## config.mk

```make
export PLATFORM = sky130hd
export DESIGN_NAME = fp_adder
export DESIGN_NICKNAME = d
export VERILOG_FILES = /design/src/rtl/fp_adder.sv
export SDC_FILE = /design/constraint.sdc
export NUM_CORES = 1
export LEC_CHECK = 0
export CORE_MARGIN = 4
export CORE_UTILIZATION = 40
export CTS_CLUSTER_SIZE = 24
export DETAILED_ROUTE_END_ITERATION = 7
export PLACE_DENSITY_LB_ADDON = 0.12
export SYNTH_ARGS = -nofsm -noshare
export SYNTH_HDL_FRONTEND = slang
export SYNTH_SLANG_ARGS = --single-unit
```

## constraint.sdc

```tcl
create_clock -name CLK -period 14.6 [get_ports CLK]
set_input_delay 2.92 -clock CLK [delete_from_list [all_inputs] [get_ports CLK]]
set_output_delay 2.92 -clock CLK [all_outputs]
set_load 0.02 [all_outputs]
```

## src/rtl/fp_adder.sv

```systemverilog
// Two-stage binary16 adder, round-to-nearest-even, subnormals flushed to zero.
// Stage 1 unpacks, orders by magnitude and aligns; stage 2 adds, normalises, rounds and packs.
module fp_adder (
  input  logic        CLK,
  input  logic        RESETn,
  input  logic [15:0] A,
  input  logic [15:0] B,
  output logic [15:0] Sum
);

  // ---------------- stage 1: unpack / swap / align ----------------
  logic        w_sa, w_sb, w_za, w_zb;
  logic [4:0]  w_ea, w_eb;
  logic [9:0]  w_fa, w_fb;
  logic        w_nan_a, w_nan_b, w_inf_a, w_inf_b;
  logic [14:0] w_mag_a, w_mag_b;
  logic        w_swap, w_sx;
  logic [4:0]  w_ex, w_ey, w_d;
  logic [10:0] w_sig_a, w_sig_b, w_sigx, w_sigy;
  logic [27:0] w_ywide;
  logic [13:0] w_yal;
  logic        w_spec;
  logic [15:0] w_spec_val;

  assign w_sa = A[15];
  assign w_sb = B[15];
  assign w_ea = A[14:10];
  assign w_eb = B[14:10];
  assign w_fa = A[9:0];
  assign w_fb = B[9:0];

  assign w_za    = (w_ea == 5'd0);
  assign w_zb    = (w_eb == 5'd0);
  assign w_nan_a = (w_ea == 5'h1f) && (|w_fa);
  assign w_nan_b = (w_eb == 5'h1f) && (|w_fb);
  assign w_inf_a = (w_ea == 5'h1f) && !(|w_fa);
  assign w_inf_b = (w_eb == 5'h1f) && !(|w_fb);

  // Subnormal inputs contribute nothing: magnitude and significand forced to zero
  assign w_mag_a = w_za ? 15'd0 : A[14:0];
  assign w_mag_b = w_zb ? 15'd0 : B[14:0];
  assign w_sig_a = w_za ? 11'd0 : {1'b1, w_fa};
  assign w_sig_b = w_zb ? 11'd0 : {1'b1, w_fb};

  assign w_swap = (w_mag_b > w_mag_a);
  assign w_sx   = w_swap ? w_sb : w_sa;
  assign w_ex   = w_swap ? w_mag_b[14:10] : w_mag_a[14:10];
  assign w_ey   = w_swap ? w_mag_a[14:10] : w_mag_b[14:10];
  assign w_sigx = w_swap ? w_sig_b : w_sig_a;
  assign w_sigy = w_swap ? w_sig_a : w_sig_b;
  assign w_d    = w_ex - w_ey;

  // Upper 14 bits are the aligned significand with G/R/S; lower 14 catch bits shifted past S
  assign w_ywide = {w_sigy, 3'b000, 14'd0} >> w_d;
  assign w_yal   = (w_d >= 5'd14) ? {13'd0, |w_sigy}
                                  : {w_ywide[27:15], w_ywide[14] | (|w_ywide[13:0])};

  always_comb begin
    w_spec     = 1'b1;
    w_spec_val = 16'h0000;
    if (w_nan_a || w_nan_b || (w_inf_a && w_inf_b && (w_sa != w_sb)))
      w_spec_val = 16'h7E00;
    else if (w_inf_a)
      w_spec_val = {w_sa, 15'h7C00};
    else if (w_inf_b)
      w_spec_val = {w_sb, 15'h7C00};
    else
      w_spec = 1'b0;
  end

  logic        r_spec, r_sx, r_sub;
  logic [15:0] r_spec_val;
  logic [4:0]  r_ex;
  logic [13:0] r_mx, r_my;

  always_ff @(posedge CLK) begin
    if (RESETn) begin
      r_spec     <= 1'b0;
      r_spec_val <= 16'h0000;
      r_sx       <= 1'b0;
      r_sub      <= 1'b0;
      r_ex       <= 5'd0;
      r_mx       <= 14'd0;
      r_my       <= 14'd0;
    end else begin
      r_spec     <= w_spec;
      r_spec_val <= w_spec_val;
      r_sx       <= w_sx;
      r_sub      <= (w_sa != w_sb);
      r_ex       <= w_ex;
      r_mx       <= {w_sigx, 3'b000};
      r_my       <= w_yal;
    end
  end

  // ---------------- stage 2: add / normalise / round / pack ----------------
  logic [14:0]       w_sum;
  logic [3:0]        w_lz;
  logic [13:0]       w_norm;
  logic signed [6:0] w_en, w_er;
  logic              w_rup;
  logic [11:0]       w_mr;
  logic [9:0]        w_mant;
  logic [15:0]       w_res;

  // X is never smaller than aligned Y, so the subtraction cannot go negative
  assign w_sum = r_sub ? ({1'b0, r_mx} - {1'b0, r_my})
                       : ({1'b0, r_mx} + {1'b0, r_my});

  always_comb begin
    w_lz = 4'd0;
    for (int i = 0; i < 14; i++)
      if (w_sum[i]) w_lz = 4'(13 - i);
  end

  always_comb begin
    if (w_sum[14]) begin
      w_norm = {w_sum[14:2], w_sum[1] | w_sum[0]};
      w_en   = $signed({2'b00, r_ex}) + 7'sd1;
    end else begin
      w_norm = w_sum[13:0] << w_lz;
      w_en   = $signed({2'b00, r_ex}) - $signed({3'b000, w_lz});
    end
  end

  assign w_rup  = w_norm[2] & (w_norm[1] | w_norm[0] | w_norm[3]);
  assign w_mr   = {1'b0, w_norm[13:3]} + {11'd0, w_rup};
  assign w_mant = w_mr[11] ? w_mr[10:1] : w_mr[9:0];
  assign w_er   = w_mr[11] ? (w_en + 7'sd1) : w_en;

  always_comb begin
    if (w_sum == 15'd0)
      w_res = {~r_sub & r_sx, 15'd0};
    else if (w_er >= 7'sd31)
      w_res = {r_sx, 5'h1f, 10'd0};
    else if (w_er <= 7'sd0)
      w_res = {r_sx, 15'd0};
    else
      w_res = {r_sx, w_er[4:0], w_mant};
  end

  logic [15:0] r_sum;

  always_ff @(posedge CLK) begin
    if (RESETn) r_sum <= 16'h0000;
    else        r_sum <= r_spec ? r_spec_val : w_res;
  end

  assign Sum = r_sum;

endmodule

```

==> results_tabular.tex <==
\begin{tabular}{lr}
\hline
Metric & Value \\
\hline
\multicolumn{2}{l}{\textbf{Finish}} \\
Count of inserted antenna diode cells & 0 \\
Post-route standard cell area excluding fillers & 7010 µm² \\
Fraction of layout cells with a size suffix above 1 & 4.72\% \\
Fin nets & 951 \\
Layout area overhead & 12.2\% \\
\multicolumn{2}{l}{\textbf{Global routing}} \\
Combined global-route utilization of all metal layers & 21.3\% \\
Total congestion overflow after global routing & 0 \\
Pin count of the biggest net entering global routing & 37 \\
Via count of the first global-routing pass & 6220 \\
Global-route wire length before repair & 32000 µm \\
Number of antenna violations at the first check in global routing & 0 \\
\multicolumn{2}{l}{\textbf{Yosys}} \\
Synth Warn \# & 0 \\
Count of different cell masters after synthesis & 87 \\
Asr flop ratio synth & 0\% \\
Most instantiated flip-flop cell in the synthesis netlist & dfxtp\_1 \\
Number of enable flip-flop cells after synthesis & 0 \\
Number of instances in the synthesized netlist & 851 \\
Register bit total from synthesis & 51 \\
Syn nets & 934 \\
Dominant cell type by area after synthesis & dfxtp\_1 \\
Average cell area after synthesis & 7.34 µm² \\
Most repeated cell in the gate-level netlist after synthesis & nor2\_1 \\
Most common library cells after synthesis & 91 x nor2\_1, 69 x a21oi\_1, 58 x nand2\_1 \\
Most area-consuming cells after synthesis & dfxtp\_1 16\%, ha\_1 9.4\%, mux2i\_1 6.2\% \\
Sequential area share after synthesis & 16.3\% \\
Synth Cell Area & 6250 µm² \\
Fraction of synthesized cell area taken by the top area cell type & 16.3\% \\
\multicolumn{2}{l}{\textbf{CTS}} \\
Clock tree from TritonCTS & built \\
Clock input transition at the sequential cells of the worst setup and hold paths & 0.07 ns \\
Inserted Clock Buffers & 5 \\
Post\_cts resized & 0 \\
CTS Root Cell & clkbuf\_16 \\
\# hold bufs at CTS & 0 \\
Number of levels the H-tree was split into & 2 \\
Sink Count & 51 \\
Buffer count from post-CTS setup fixing & 0 \\
Number of buffers on the longest clock path & 2 \\
Worst-Skew Late Latency & 0.29 ns \\
\multicolumn{2}{l}{\textbf{Die}} \\
Die Y & 133 µm \\
Starting density of the core & 40.9\% \\
Die Outline Area & 17700 µm² \\
Die width & 133 µm \\
Placeable Area & 15300 µm² \\
Core Rows & 45 \\
Num ports & 50 \\
\multicolumn{2}{l}{\textbf{STA}} \\
Unrepaired setup endpoints after global routing & no \\
Maximum clock rate & 0.118 GHz \\
TNS Setup & 0 ns \\
Pins over their slew limit & 0 \\
Share of the cycle needed by the critical path after routing & 58.3\% \\
Slew at the pin closest to its max-slew limit & 1.09 ns \\
Final worst path period need & 8.51 ns \\
Number of setup violations in the final report & 0 \\
Hold violation total from the final report & 0 \\
Relative slew margins & 26.9\% \\
Worst Clk Skew & 0.00653 ns \\
\multicolumn{2}{l}{\textbf{Critical path}} \\
Worst EP required & 14.75 ns \\
Worst-path cell chain & clkdlybuf4s50\_1, nor4\_1, nand2\_1, nand2\_1, inv\_1, ha\_1, nor2b\_1, o21a\_1, o21a\_1, o21a\_1, o21a\_1, o21ai\_0, a21oi\_2, buf\_4, mux2i\_1, ha\_1, inv\_1, mux4\_2, mux2i\_1, mux2i\_1, nand3\_1, nor4\_1, a2111oi\_0 \\
Number of buffer and inverter instances along the worst setup path & 4 \\
Critical path class & in2reg \\
Critical Path Source Type & primary input \\
Maximum cell stage delay along the critical path & 0.58 ns \\
Sort of element at the end of the critical path & register \\
Critical-path cell with the highest stage delay & mux4\_2 \\
Most common cell type on the critical path & o21a\_1 \\
Data arrival time of the critical path & 8.65 ns \\
Worst setup slack for register-to-register paths & 7.80 ns \\
Critical Path Fanout Max & 36 \\
Crit path max-delay family & compound AO/OA/AOI/OAI gates \\
\multicolumn{2}{l}{\textbf{Pwr}} \\
Worst vdd ir & 0.0000643 V \\
Net switching power & 506 µW \\
Leak Pwr & 0.00286 µW \\
Sequential power share & 17.3\% \\
Part of the power in combinational logic & 69.8\% \\
PD cells & 145 nW/µm² \\
Sw frac & 49.8\% \\
Internal Pwr Total & 510 µW \\
Clock share of power & 12.9\% \\
\multicolumn{2}{l}{\textbf{Detailed routing}} \\
Remaining antenna violation count & 0 \\
Via density per instance & 6.15 \\
Number of design rule violations left after detail routing & 0 \\
Iter 0 DRT Violations & 621 \\
TritonRoute pass-1 iters & 8 \\
Routed wire per std cell & 18.2 µm \\
Overall via count from detail\_route & 6631 \\
Routed WL & 19600 µm \\
\multicolumn{2}{l}{\textbf{Placed design}} \\
Count of port buffers added during placement & 49 \\
Post-DP HPWL & 15400 µm \\
Routability congestion estimate from global placement & 0.926 \\
Placement-stage cell area & 6850 µm² \\
\multicolumn{2}{l}{\textbf{Min path}} \\
Worst hold-check path type & reg2reg \\
\multicolumn{2}{l}{\textbf{Status}} \\
Run status & finished, final reports clean \\
\multicolumn{2}{l}{\textbf{Run}} \\
Number of max-capacitance violations reported & 0 \\
\hline
\end{tabular}
==> kinds of logic after synthesis <==
logic type | after synthesis | share of synthesized area (%)
AO/OA/AOI/OAI | 266 | 30.4
buffers and inverters | 97 | 6.41
multiplexers | 41 | 6.79
AND/OR/NAND/NOR | 316 | 25.7
adder cells (fa/ha/maj) | 49 | 10.1
flip-flops | 51 | 16.3
XOR/XNOR | 31 | 4.35
==> worst paths after layout <==
kind / from / end / depth (start not counted)
worst max-delay path: B[11] / r_my[0] / 23
worst min-delay path: r_spec_val[9] / Sum[9] / 2
worst max register to register: r_my[4] / Sum[13] / 22
worst min register to register: r_spec_val[9] / Sum[9] / 2
==> registers in the layout, indices dropped and copies added (netlist names) <==
| name | flops |
|---|---|
| Sum | 16 |
| r_my | 14 |
| r_mx | 11 |
| r_ex | 5 |
| r_spec_val | 3 |
| r_sub | 1 |
| r_sx | 1 |
==> through the flow <==
stage	power [µW]	util [%]	hold WS [ns]	setup slack (ns)	cells
floorplan	694	-	0.417	7.24	851
global placement	864	44.9	0.443	6.16	1072
detailed placement	867	44.9	0.445	5.85	1072
CTS	1000	46.0	0.457	6.12	1079
global route	1090	46.0	0.493	5.70	1079
finish	1020	46.0	0.453	6.09	1079
==> worst reg2reg max path, stage by stage, from the launching register on <==
cell	delay, ns
dfxtp_1	0.33
inv_1	0.07
ha_1	0.39
a211oi_1	0.56
a21oi_1	0.22
a211oi_1	0.27
a31oi_1	0.14
xnor2_1	0.87
nand2_1	0.41
nor2_1	0.50
inv_1	0.14
ha_1	0.29
nor2b_1	0.13
o21ai_0	0.15
nand2b_1	0.10
xor2_1	0.14
nor2_1	0.05
a21oi_1	0.42
nand2_1	0.17
or4_1	0.53
o31a_1	0.29
or2_1	0.26
o31ai_1	0.26
==> layout by cell type (no fill, tap or decap), drive strengths merged, types with 5 or more instances in the layout <==
cell | netlist | final
a2111oi | 10 | 10
a211o | 13 | 13
a211oi | 18 | 18
a21o | 16 | 16
a21oi | 69 | 69
a221oi | 5 | 5
a22oi | 5 | 5
a31oi | 11 | 11
and3 | 9 | 9
buf | 11 | 7
clkbuf | 35 | 5
clkdlybuf4s50 | 0 | 49
dfxtp | 51 | 51
ha | 47 | 47
inv | 50 | 50
mux2i | 39 | 39
nand2 | 59 | 59
nand2b | 14 | 14
nand3 | 21 | 21
nand4 | 12 | 12
nor2 | 92 | 92
nor2b | 17 | 17
nor3 | 31 | 31
nor4 | 18 | 18
o21a | 15 | 15
o21ai | 32 | 32
o21bai | 6 | 6
o31ai | 9 | 9
or2 | 9 | 9
or3 | 11 | 11
xnor2 | 16 | 16
xor2 | 15 | 15
==> routing by layer <==
metal,track usage (%),wire length [µm],vias up
met1,30.7,9160,3104
li1,-,-,3205
met3,2.13,1290,32
met2,34.4,8890,290
met4,4.79,279,0
met5,0,0,-
==> layout make-up <==
class                   instances  area (µm²)
well taps                     211         264
flip-flops and latches         51        1020
inverters                      51         191
repair buffers                 56         543
fillers                      1558        8250
multi-input cells             703        4830
clock buffers                   5         125
clock inverters                 2        37.5
==> power by group through the flow <==
stage	logic [µW]	registers [µW]	clock network, µW
3_3_place_gp	685	178	0
4_1_cts	692	176	133
2_1_floorplan	500	194	0
6_report	709	176	131
3_5_place_dp	687	179	0
5_1_grt	769	179	138
No activity file was read; power rests on OpenSTA's default activity.
